File: src/rtl/snax_cgra_tcdm_port.sv
// Adapter between one CGRA en/rdy data-memory port and one TCDM request/response port.
// Requests are held in a one-entry slot; reads are credit-limited and their responses buffered in order.
module snax_cgra_tcdm_port #(
    parameter int unsigned              DataWidth     = 64,
    parameter int unsigned              TCDMAddrWidth = 48,
    parameter int unsigned              AddrWidth     = 6,
    parameter logic [TCDMAddrWidth-1:0] BaseAddr      = '0,
    parameter int unsigned              RspDepth      = 2
) (
    input  logic                     clk_i,
    input  logic                     rst_i,
    input  logic                     waddr_en_i,
    input  logic [AddrWidth-1:0]     waddr_msg_i,
    output logic                     waddr_rdy_o,
    input  logic                     wdata_en_i,
    input  logic [17:0]              wdata_msg_i,
    output logic                     wdata_rdy_o,
    input  logic                     raddr_en_i,
    input  logic [AddrWidth-1:0]     raddr_msg_i,
    output logic                     raddr_rdy_o,
    output logic                     rdata_en_o,
    output logic [17:0]              rdata_msg_o,
    input  logic                     rdata_rdy_i,
    output logic                     tcdm_q_valid_o,
    input  logic                     tcdm_q_ready_i,
    output logic                     tcdm_q_write_o,
    output logic [TCDMAddrWidth-1:0] tcdm_q_addr_o,
    output logic [DataWidth-1:0]     tcdm_q_data_o,
    output logic [DataWidth/8-1:0]   tcdm_q_strb_o,
    input  logic                     tcdm_p_valid_i,
    input  logic [DataWidth-1:0]     tcdm_p_data_i,
    output logic                     busy_o,
    output logic                     err_o
);

    localparam int unsigned StrbWidth = DataWidth / 8;
    localparam int unsigned ByteShift = $clog2(StrbWidth);
    localparam int unsigned CntWidth  = $clog2(RspDepth + 1);
    localparam int unsigned PtrWidth  = (RspDepth > 1) ? $clog2(RspDepth) : 1;
    localparam logic [CntWidth-1:0] DepthCnt = CntWidth'(RspDepth);
    localparam logic [PtrWidth-1:0] LastPtr  = PtrWidth'(RspDepth - 1);

    logic                     active;
    logic                     slot_full;
    logic                     slot_write;
    logic [TCDMAddrWidth-1:0] slot_addr;
    logic [DataWidth-1:0]     slot_data;
    logic [StrbWidth-1:0]     slot_strb;
    logic [CntWidth-1:0]      credits;
    logic [CntWidth-1:0]      outstanding;
    logic [CntWidth-1:0]      fifo_count;
    logic [PtrWidth-1:0]      rd_ptr;
    logic [PtrWidth-1:0]      wr_ptr;
    logic [15:0]              fifo_mem [RspDepth];
    logic                     err;

    logic slot_free;
    logic q_fire;
    logic rd_fire;
    logic wr_ready;
    logic wr_accept;
    logic wr_issue;
    logic wr_unpaired;
    logic rd_accept;
    logic fifo_empty;
    logic fifo_full;
    logic pop;
    logic rsp_take;
    logic push;
    logic unused_bits;

    function automatic logic [TCDMAddrWidth-1:0] map_addr(input logic [AddrWidth-1:0] msg);
        return BaseAddr + (TCDMAddrWidth'(msg) << ByteShift);
    endfunction

    function automatic logic [PtrWidth-1:0] next_ptr(input logic [PtrWidth-1:0] ptr);
        return (ptr == LastPtr) ? '0 : ptr + 1'b1;
    endfunction

    // The slot may be refilled in the same cycle it drains; writes take priority over reads.
    assign slot_free   = !slot_full || tcdm_q_ready_i;
    assign q_fire      = slot_full && tcdm_q_ready_i;
    assign rd_fire     = q_fire && !slot_write;
    assign wr_ready    = active && slot_free;
    assign wr_accept   = wr_ready && waddr_en_i && wdata_en_i;
    assign wr_issue    = wr_accept && wdata_msg_i[1];
    assign wr_unpaired = waddr_en_i ^ wdata_en_i;
    assign rd_accept   = raddr_en_i && raddr_rdy_o;

    assign fifo_empty  = (fifo_count == '0);
    assign fifo_full   = (fifo_count == DepthCnt);
    assign pop         = !fifo_empty && rdata_rdy_i;
    assign rsp_take    = tcdm_p_valid_i && (outstanding != '0);
    assign push        = rsp_take && !fifo_full;

    assign waddr_rdy_o    = wr_ready;
    assign wdata_rdy_o    = wr_ready;
    assign raddr_rdy_o    = wr_ready && (credits != '0) && !waddr_en_i;
    assign rdata_en_o     = pop;
    assign rdata_msg_o    = fifo_empty ? '0 : {fifo_mem[rd_ptr], 2'b10};
    assign tcdm_q_valid_o = slot_full;
    assign tcdm_q_write_o = slot_write;
    assign tcdm_q_addr_o  = slot_addr;
    assign tcdm_q_data_o  = slot_data;
    assign tcdm_q_strb_o  = slot_strb;
    assign busy_o         = slot_full || (outstanding != '0) || !fifo_empty;
    assign err_o          = err;

    assign unused_bits = ^{wdata_msg_i[0], tcdm_p_data_i[DataWidth-1:16]};

    always_ff @(posedge clk_i) begin
        if (rst_i) begin
            active     <= 1'b0;
            slot_full  <= 1'b0;
            slot_write <= 1'b0;
            slot_addr  <= '0;
            slot_data  <= '0;
            slot_strb  <= '0;
        end else begin
            active <= 1'b1;
            if (q_fire) begin
                slot_full <= 1'b0;
            end
            if (wr_issue) begin
                slot_full  <= 1'b1;
                slot_write <= 1'b1;
                slot_addr  <= map_addr(waddr_msg_i);
                slot_data  <= DataWidth'(wdata_msg_i[17:2]);
                slot_strb  <= '1;
            end else if (rd_accept) begin
                slot_full  <= 1'b1;
                slot_write <= 1'b0;
                slot_addr  <= map_addr(raddr_msg_i);
                slot_data  <= '0;
                slot_strb  <= '0;
            end
        end
    end

    // Credits are taken at read acceptance and returned when the tile pops the response.
    always_ff @(posedge clk_i) begin
        if (rst_i) begin
            credits     <= DepthCnt;
            outstanding <= '0;
        end else begin
            case ({rd_accept, pop})
                2'b10:   credits <= credits - 1'b1;
                2'b01:   if (credits != DepthCnt) credits <= credits + 1'b1;
                default: credits <= credits;
            endcase
            case ({rd_fire, rsp_take})
                2'b10:   outstanding <= outstanding + 1'b1;
                2'b01:   outstanding <= outstanding - 1'b1;
                default: outstanding <= outstanding;
            endcase
        end
    end

    always_ff @(posedge clk_i) begin
        if (rst_i) begin
            fifo_count <= '0;
            rd_ptr     <= '0;
            wr_ptr     <= '0;
        end else begin
            if (push) begin
                wr_ptr <= next_ptr(wr_ptr);
            end
            if (pop) begin
                rd_ptr <= next_ptr(rd_ptr);
            end
            case ({push, pop})
                2'b10:   fifo_count <= fifo_count + 1'b1;
                2'b01:   fifo_count <= fifo_count - 1'b1;
                default: fifo_count <= fifo_count;
            endcase
        end
    end

    always_ff @(posedge clk_i) begin
        if (push) begin
            fifo_mem[wr_ptr] <= tcdm_p_data_i[15:0];
        end
    end

    // Unpaired write handshakes and responses nobody asked for are recorded until reset.
    always_ff @(posedge clk_i) begin
        if (rst_i) begin
            err <= 1'b0;
        end else if (wr_unpaired || (tcdm_p_valid_i && !push)) begin
            err <= 1'b1;
        end
    end

endmodule

File: config.mk
export PLATFORM = sky130hd
export DESIGN_NAME = snax_cgra_tcdm_port
export DESIGN_NICKNAME = d
export VERILOG_FILES = /design/src/rtl/snax_cgra_tcdm_port.sv
export SDC_FILE = /design/constraint.sdc
export NUM_CORES = 1
export LEC_CHECK = 0
export ABC_AREA = 1
export CAP_MARGIN = 20
export CORE_MARGIN = 1
export CORE_UTILIZATION = 25
export DETAILED_ROUTE_END_ITERATION = 10
export GPL_ROUTABILITY_DRIVEN = 0
export PLACE_DENSITY = 0.71
export SLEW_MARGIN = 15
export SYNTH_ARGS = -nofsm -noshare
export SYNTH_HDL_FRONTEND = slang
export SYNTH_SLANG_ARGS = --single-unit
File: constraint.sdc
create_clock -name clk_i -period 2.03 [get_ports clk_i]
set_input_delay 0.3045 -clock clk_i [delete_from_list [all_inputs] [get_ports clk_i]]
set_output_delay 0.3045 -clock clk_i [all_outputs]
set_load 0.01 [all_outputs]
# ---- Yosys cells after proc, flatten, opt, wreduce, memory -nomap -nowiden
# Memories as Yosys holds them, arrays and structs flattened. A register that Yosys moved wholly into a read port is not among the register bits.
# Cells that the tools add are included.
dict set report op_classes {
  eq_ne 9
  n_addsub 8
  mux 23
  bitwise 1
  reduce_logical 32
}
# operator n
set op_table {}
lappend op_table {{16-bit 2-to-1 mux} 2}
lappend op_table {{18-bit 2-to-1 mux} 1}
lappend op_table {{9-bit 2-to-1 mux} 2}
lappend op_table {{8-bit 2-to-1 mux} 2}
lappend op_table {{1-bit logical AND} 13}
lappend op_table {{1-bit 2-to-1 mux} 12}
lappend op_table {{2-bit one-hot mux with 2 select lines} 3}
lappend op_table {{2-bit nonzero test} 6}
lappend op_table {{2-bit == test (second input constant)} 4}
lappend op_table {{2-bit by 1-bit adder with 2-bit output (second input constant)} 3}
lappend op_table {{2-bit by 1-bit == test with 1-bit output (second input constant)} 3}
lappend op_table {{1-bit logical NOT} 6}
lappend op_table {{2-bit by 1-bit subtractor with 2-bit output (second input constant)} 3}
lappend op_table {{1-bit logical OR} 4}
lappend op_table {{2-bit inequality test (second input constant)} 2}
lappend op_table {{3-bit nonzero test} 1}
lappend op_table {{1-bit adder (second input constant)} 2}
lappend op_table {{2-bit logical NOT} 1}
lappend op_table {{2-bit 2-to-1 mux} 1}
lappend op_table {{2-bit AND reduction} 1}
lappend op_table {{1-bit bitwise XOR} 1}
dict set report totals {
  out_inout_bits 146
  word_cells 86
  ramBits 32
  in_bits 102
  mem_count 1
  ff_bits 42
}
# name words width read_ports rd_ports_with_merged_regs wr line
set memory_table {}
lappend memory_table {fifo_mem 2 16 1 1 1 54} ;# logic [15:0] fifo_mem [RspDepth];

# ---- Longest topological paths before layout
# Gate-level depths: netlist of run 1.
dict set report depth {
  depth_word 9
  mapped_depth 10
  mapped_depth_nobuf 10
}

# ---- Worst setup path after synthesis of run 1
# OpenSTA, ideal clock, no wires.
dict set report synth_path {
  path_type {register to register}
  startpoint {reg outstanding[0]}
  endpoint {mem fifo_mem[0][0] (enable)}
  setup_ns 0.388
  arrival_ns 1.447
  n_path_buf 0
  path_stages_with_launch 7
  slack_ns 0.194
  t_required_ns 1.642
  period_less_slack_ns 1.836
  path_cell_list {dfxtp_1 -> inv_1 -> nand2_1 -> inv_1 -> nor2_1 -> o21ai_1 -> nor2_1}
}
dict set report synth_via {
  elab_chain_len 5
}
# element line
set synth_rtl {}
lappend synth_rtl {{start: declaration} 50} ;# logic [CntWidth-1:0] outstanding;
lappend synth_rtl {{start signal: assignment} 152} ;# 2'b10: outstanding <= outstanding + 1'b1;
lappend synth_rtl {{start signal: assignment} 153} ;# 2'b01: outstanding <= outstanding - 1'b1;
lappend synth_rtl {{start signal: assignment} 154} ;# default: outstanding <= outstanding;
lappend synth_rtl {{2-bit nonzero test} 93} ;# assign rsp_take = tcdm_p_valid_i && (outstanding != '0);
lappend synth_rtl {{1-bit logical AND} 93}
lappend synth_rtl {{1-bit logical AND} 94} ;# assign push = rsp_take && !fifo_full;
lappend synth_rtl {{1-bit 2-to-1 mux} 180} ;# if (push) begin
lappend synth_rtl {{1-bit 2-to-1 mux (implied by the code)} 181} ;# fifo_mem[wr_ptr] <= tcdm_p_data_i[15:0];
lappend synth_rtl {{end: declaration} 54}
# Every way passes these cells.

==> results_dict.tcl, run 1 <==
set metrics [dict create \
    grt_pass1_wl_um 10500 \
    vias_per_cell 3.75 \
    crit_chain "inv_1 -> buf_6 -> nand2_1 -> a21oi_1 -> clkdlybuf4s50_1" \
    synthAdderAreaFrac 0.00724 \
    hpwlAfterDp_um 4940 \
    design.portCount 248 \
    drt-total-wl_um 6890 \
    clkTransAtPathRegs_ps 60 \
    post_drt_wl_per_cell_um 10.1 \
    hold_viol 0 \
    drc 0 \
    setup_tns_ps 0 \
    synth_top_area_frac 0.278 \
    status "completed" \
    grt_max_degree 21 \
    fmax_ghz 0.510 \
    synth_area_um2 3450 \
    area_growth_pct 38.3 \
    yosysUniqueCellTypes 29 \
    track_usage 0.0956 \
    clk_path_buf_depth 2 \
    final_net_count 606 \
    h-tree-depth 3 \
    crit_required_ps 1730 \
    synth-compound-area-share 0.108 \
    muxShareOfSynthArea 0 \
    die-width_um 120 \
    ant_nets 0 \
    cts_made_buffers 9 \
    start_kind "flop" \
    die_h_um 120 \
    port_buffers 107 \
    vias 2558 \
    firstDrtPassIters 4 \
    vdd_drop_max_mv 0.370 \
    p_per_area_nw_per_um2 856 \
    grt_antenna_before_repair 0 \
    drtIter0Drc 82 \
    yosys.area.top_type "edfxtp_1" \
    core_um2 13300 \
    postSynthCellCount 388 \
    ys_async_sr_fraction 0 \
    place_ws_ps 51.3 \
    cts_sinks 67 \
    drive_gt1_frac 0.0927 \
    crit_path_max_incr_delay_ps 560 \
    synthXorXnorAreaFrac 0.00507 \
    critical_path_arrival_ps 1660 \
    cts_hold_buf 0 \
    fin_crit_sh 0.966 \
    grt_pass1_vias 2115 \
    setup_violations 0 \
    synth-main-ff-cell "dfxtp_1" \
    cts-root-buf "clkbuf_16" \
    clock_latency_ps 330 \
    antennaDiodeCount 0 \
    yosys.area_share.simple 0.131 \
    overflow 0 \
    die_area_um2 14300 \
    critPathMaxFanout 16 \
    yosysWarnings 0 \
    fin_ws_ps 69.2 \
    path_class "flop to output port" \
    rsz0062_at_grt "no" \
    cp-end-kind "output port" \
    slowest_stage "clkdlybuf4s50_1" \
    start_util 0.259 \
    synth.area.top_cells "edfxtp_1 28%, buf_4 22%, dfxtp_1 20%" \
    clock_skew_ps 6.77 \
    worstHoldPathType "flop to flop" \
    synth_top_family_by_area "buffers and inverters" \
    drv_slew 0 \
    synth-seq-cells 67 \
    synth_edf_count 32 \
    cts_tree "done" \
    min_period_ps 1960 \
    max_cap_viol_count 0 \
    syn_avg_cell_area_um2 8.90 \
    ys_seq_area_frac 0.481 \
    rows 42 \
    p_leak_nw 2.11 \
]
[final cells by class]
cell class | count | area (um2)
clock buffer | 10 | 229
clock inverter | 6 | 88.8
fill | 1345 | 8570
inverter | 25 | 100
multi-input combinational | 275 | 1210
sequential | 67 | 1660
tap | 176 | 220
timing repair buffer | 124 | 1260
[sequential cells by signal, indices dropped and copies added, names as in the netlist, named ones only]
register,count
fifo_mem,32
tcdm_q_data_o,16
tcdm_q_addr_o,6
credits,2
fifo_count,2
outstanding,2
active,1
err_o,1
rd_ptr,1
tcdm_q_strb_o,1
tcdm_q_valid_o,1
wr_ptr,1
[routing by layer]
layer	global-route usage	wire, um	up-vias
li1	-	-	1294
met1	0.111	2890	1133
met2	0.155	3440	127
met3	0.0333	502	4
met4	0.0477	56	0
met5	0	0	-
[cells in the mapped netlist (3+ instances only)]
master	n
inv_2	3
nor2_1	13
buf_2	3
edfxtp_1	32
o21ai_0	13
dfxtp_1	35
o21ai_1	7
buf_4	102
a21oi_1	48
nand2_1	83
nand3_1	6
inv_1	20
clkbuf_1	4
[worst max-delay path, delay by kind of cell (launching register included)]
family	cells	cell delay, ps
AO/OA/AOI/OAI	1	140
buffers and inverters	3	800
flip-flops	1	330
AND/OR/NAND/NOR	1	60
[cell families (layout without fill, tap and decap cells)]
family | Yosys count | in the layout
AO/OA/AOI/OAI | 71 | 71
XOR/XNOR | 2 | 2
adder cells (fa/ha/maj) | 2 | 2
buffers and inverters | 136 | 165
flip-flops | 67 | 67
other | 1 | 91
AND/OR/NAND/NOR | 109 | 109
[where the power goes]
group	switching (mW)	total (mW)	leakage, nW	internal, mW
combinational	0.473	0.929	1.39	0.456
sequential	0.0431	1.53	0.574	1.48
clock	0.559	1.64	0.149	1.08
total	1.08	4.09	2.11	3.02
[metrics by stage]
stage	std cells	hold WS [ps]	utilization	power, mW	cell area, um2
finish	683	450	0.358	4.09	4780
CTS	679	450	0.354	4.14	4720
floorplan	478	403	-	2.12	3790
global placement	661	437	0.327	2.42	4370
global route	683	476	0.358	4.30	4780
detailed placement	661	441	0.327	2.43	4370
[worst paths after layout]
kind	start	to	slack, ps	cells after the start
setup / recovery	flop	rdata_msg_o[2]	70	5
hold / removal	rd_ptr	flop	450	1
setup reg to reg	fifo_count[0]	fifo_count[1]	260	10
hold reg to reg	rd_ptr	flop	450	1
[cell usage in the layout, fill, tap and decap left out, types with 2 or more instances in the layout]
cell type        count
nand3_1              6
ha_1                 2
o21ai_1              7
clkinvlp_4           2
nand2_1             83
buf_12               3
conb_1              91
inv_2                2
xor2_1               2
inv_4                2
nand2_4              2
inv_1               20
dfxtp_1             34
dlymetal6s2s_1       9
clkbuf_16            9
clkdlybuf4s50_1     97
o21ai_0             13
bufinv_16            2
buf_4               12
nor2_1              13
edfxtp_1            32
buf_6                2
clkinv_2             2
a21oi_1             48
[timing repair]
action,CTS,global route
gates resized for setup,4,10
pin swaps,1,0
setup endpoints to repair,19,11
setup buffers,2,4
Power figures use the tool's default switching activity.
==> run 2: changes to the inputs <==
--- a/config.mk
+++ b/config.mk
@@ -9,6 +9,7 @@
 export CAP_MARGIN = 20
 export CORE_MARGIN = 1
 export CORE_UTILIZATION = 25
+export CTS_CLUSTER_SIZE = 40
 export DETAILED_ROUTE_END_ITERATION = 10
 export GPL_ROUTABILITY_DRIVEN = 0
 export PLACE_DENSITY = 0.71
==> results of run 2 <==
Final layout, timing and power as in run 1 (identical DEF).
==> run 3: changes to the inputs <==
--- a/config.mk
+++ b/config.mk
@@ -12,7 +12,7 @@
 export CTS_CLUSTER_SIZE = 40
 export DETAILED_ROUTE_END_ITERATION = 10
 export GPL_ROUTABILITY_DRIVEN = 0
-export PLACE_DENSITY = 0.71
+export PLACE_DENSITY = 0.74
 export SLEW_MARGIN = 15
 export SYNTH_ARGS = -nofsm -noshare
 export SYNTH_HDL_FRONTEND = slang
==> constraint.sdc (replaced) <==
create_clock -name clk_i -period 1.7 [get_ports clk_i]
set_input_delay 0.255 -clock clk_i [delete_from_list [all_inputs] [get_ports clk_i]]
set_output_delay 0.255 -clock clk_i [all_outputs]
set_load 0.1 [all_outputs]
==> run 3 against run 2 <==
Via count is 1.4% higher. Register-to-register slack worse by 190 ps. Cell count is 1.6% higher. Global-route usage is 1.6 points higher. Design area is 19% higher. Sequential cell count stayed put. Utilization is 6.9 points higher. First-iteration DRC count is 37% lower. Largest cell class is now non-clock buffers.
==> results_dict.tcl, run 3 (synthesis gave the netlist of run 1 again) <==
set metrics [dict create \
    reg2reg_to "fifo_count[1]" \
    clock_latency_ps 330 \
    start_util 0.259 \
    drt-total-wl_um 7720 \
    drtIter0Drc 52 \
    die_h_um 120 \
    drc 0 \
    place_ws_ps -203 \
    top_register "fifo_mem" \
    fin_ws_ps 6.29 \
    fin_util 0.427 \
    status "completed" \
    critical_path_arrival_ps 1440 \
    firstDrtPassIters 4 \
    final_common_cell "conb_1" \
    worstHoldPathType "flop to flop" \
    vias 2593 \
    post_drt_wl_per_cell_um 11.1 \
    cts_sinks 67 \
    design_power_total_mw 7.70 \
    cts_made_buffers 9 \
    fin_crit_sh 0.996 \
    slew_headroom 0.666 \
    dpl-instance-area_um2 5230 \
    rr_startpoint "fifo_count[1]" \
    cts-root-buf "clkbuf_16" \
    rows 42 \
    cts_hold_buf 0 \
    path_class "flop to output port" \
    p_per_area_nw_per_um2 1350 \
    final_net_count 617 \
    track_usage 0.112 \
    clkTransAtPathRegs_ps 60 \
    grt_pass1_wl_um 12000 \
    crit_required_ps 1440 \
    design.portCount 248 \
    postLayoutCellArea_um2 5700 \
    grt_pass1_vias 2404 \
    rsz0062_at_grt "yes" \
    setup_tns_ps 0 \
    max_cap_viol_count 0 \
    min_period_ps 1690 \
    h-tree-depth 3 \
    area_growth_pct 65.1 \
    drive_gt1_frac 0.282 \
    die_area_um2 14300 \
    critPathMaxFanout 7 \
    drv_slew 0 \
    die-width_um 120 \
    start_kind "flop" \
    whs_path_depth 1 \
    clk_path_buf_depth 2 \
    clock_skew_ps 6.58 \
    vdd_drop_max_mv 0.489 \
    worstMarginPinSlew_ps 497 \
    grt_max_degree 21 \
    antennaDiodeCount 0 \
    cp-end-kind "output port" \
    rrSetupSlack_ps 70 \
    ant_nets 0 \
    final_cell_mix "91 x conb_1, 82 x nand2_1, 58 x buf_12" \
    largest_register_ffs 32 \
    vias_per_cell 3.74 \
    cts_tree "done" \
    hold_viol 0 \
    overflow 0 \
    fmax_ghz 0.590 \
    setup_violations 0 \
    hpwlAfterDp_um 5920 \
    core_um2 13300 \
    p_leak_nw 2.33 \
    reg2regPathDepth 7 \
    port_buffers 107 \
    min-delay-start "rd_ptr" \
    grt_antenna_before_repair 0 \
]
==> run 3: changes by cell type in the layout (fill, tap and decap cells not counted), moves of 6 or more <==
cell             change
a21oi_1             -19
a21oi_2              +6
a21oi_4             +13
buf_12              +55
buf_4               +10
clkdlybuf4s50_1     -45
dlymetal6s2s_1       -9
==> run 3: cell type report <==
cell class / count / area (um2)
Clock buffer: 9 / 225
Clock inverter: 7 / 124
Fill cell: 1279 / 7640
Inverter: 25 / 128
Multi-Input combinational cell: 275 / 1440
Sequential cell: 67 / 1670
Tap cell: 176 / 220
Timing Repair Buffer: 135 / 1900
==> run 3: worst max path at each step <==
stage | startpoint | endpoint | cells past startpoint
after detailed placement | tcdm_p_valid_i | fifo_count[1] | 9
after CTS | flop | rdata_msg_o[2] | 5
after floorplan | flop | rdata_msg_o[6] | 4
after global routing | outstanding[0] | fifo_count[1] | 10
after global placement | tcdm_p_valid_i | fifo_count[1] | 9
final | fifo_count[0] | rdata_msg_o[4] | 5
==> run 3: repair_timing <==
item | in CTS | in global routing
pin swaps | 2 | 3
cloned | 0 | 1
setup buffers | 0 | 5
resized for setup | 8 | 8
endpoints found under the hold margin | 0 | 0
setup endpoints to repair | 17 | 20
==> run 3: layer usage <==
layer  wire length, um  part of all wire  vias to the layer above  global-route usage
li1                  -                 -                     1313                   -
met1              2960              0.38                     1140               0.115
met2              3840              0.50                      132               0.193
met3               832              0.11                        8              0.0551
met4                94             0.012                        0              0.0445
met5                 0                 0                        -                   0
==> run 3: through the flow <==
stage	hold WS (ps)	std cells
floorplan	354	478
global placement	434	672
detailed placement	442	672
CTS	448	688
global route	482	694
finish	451	694
==> run 3: report_power, final <==
part / leakage, nW / switching (mW) / total, mW / internal [mW]
Sequential: 0.576 / 0.0684 / 1.84 / 1.77
Clock: 0.166 / 0.728 / 2.17 / 1.44
Combinational: 1.58 / 2.62 / 3.69 / 1.07
Total: 2.33 / 3.41 / 7.70 / 4.28
==> run 3: worst max-delay path, cell delays in order (launching register included) <==
cell and delay (ps):
dfxtp_4 380, nor2_4 50, buf_4 140, buf_4 190
a21oi_2 160, buf_12 190
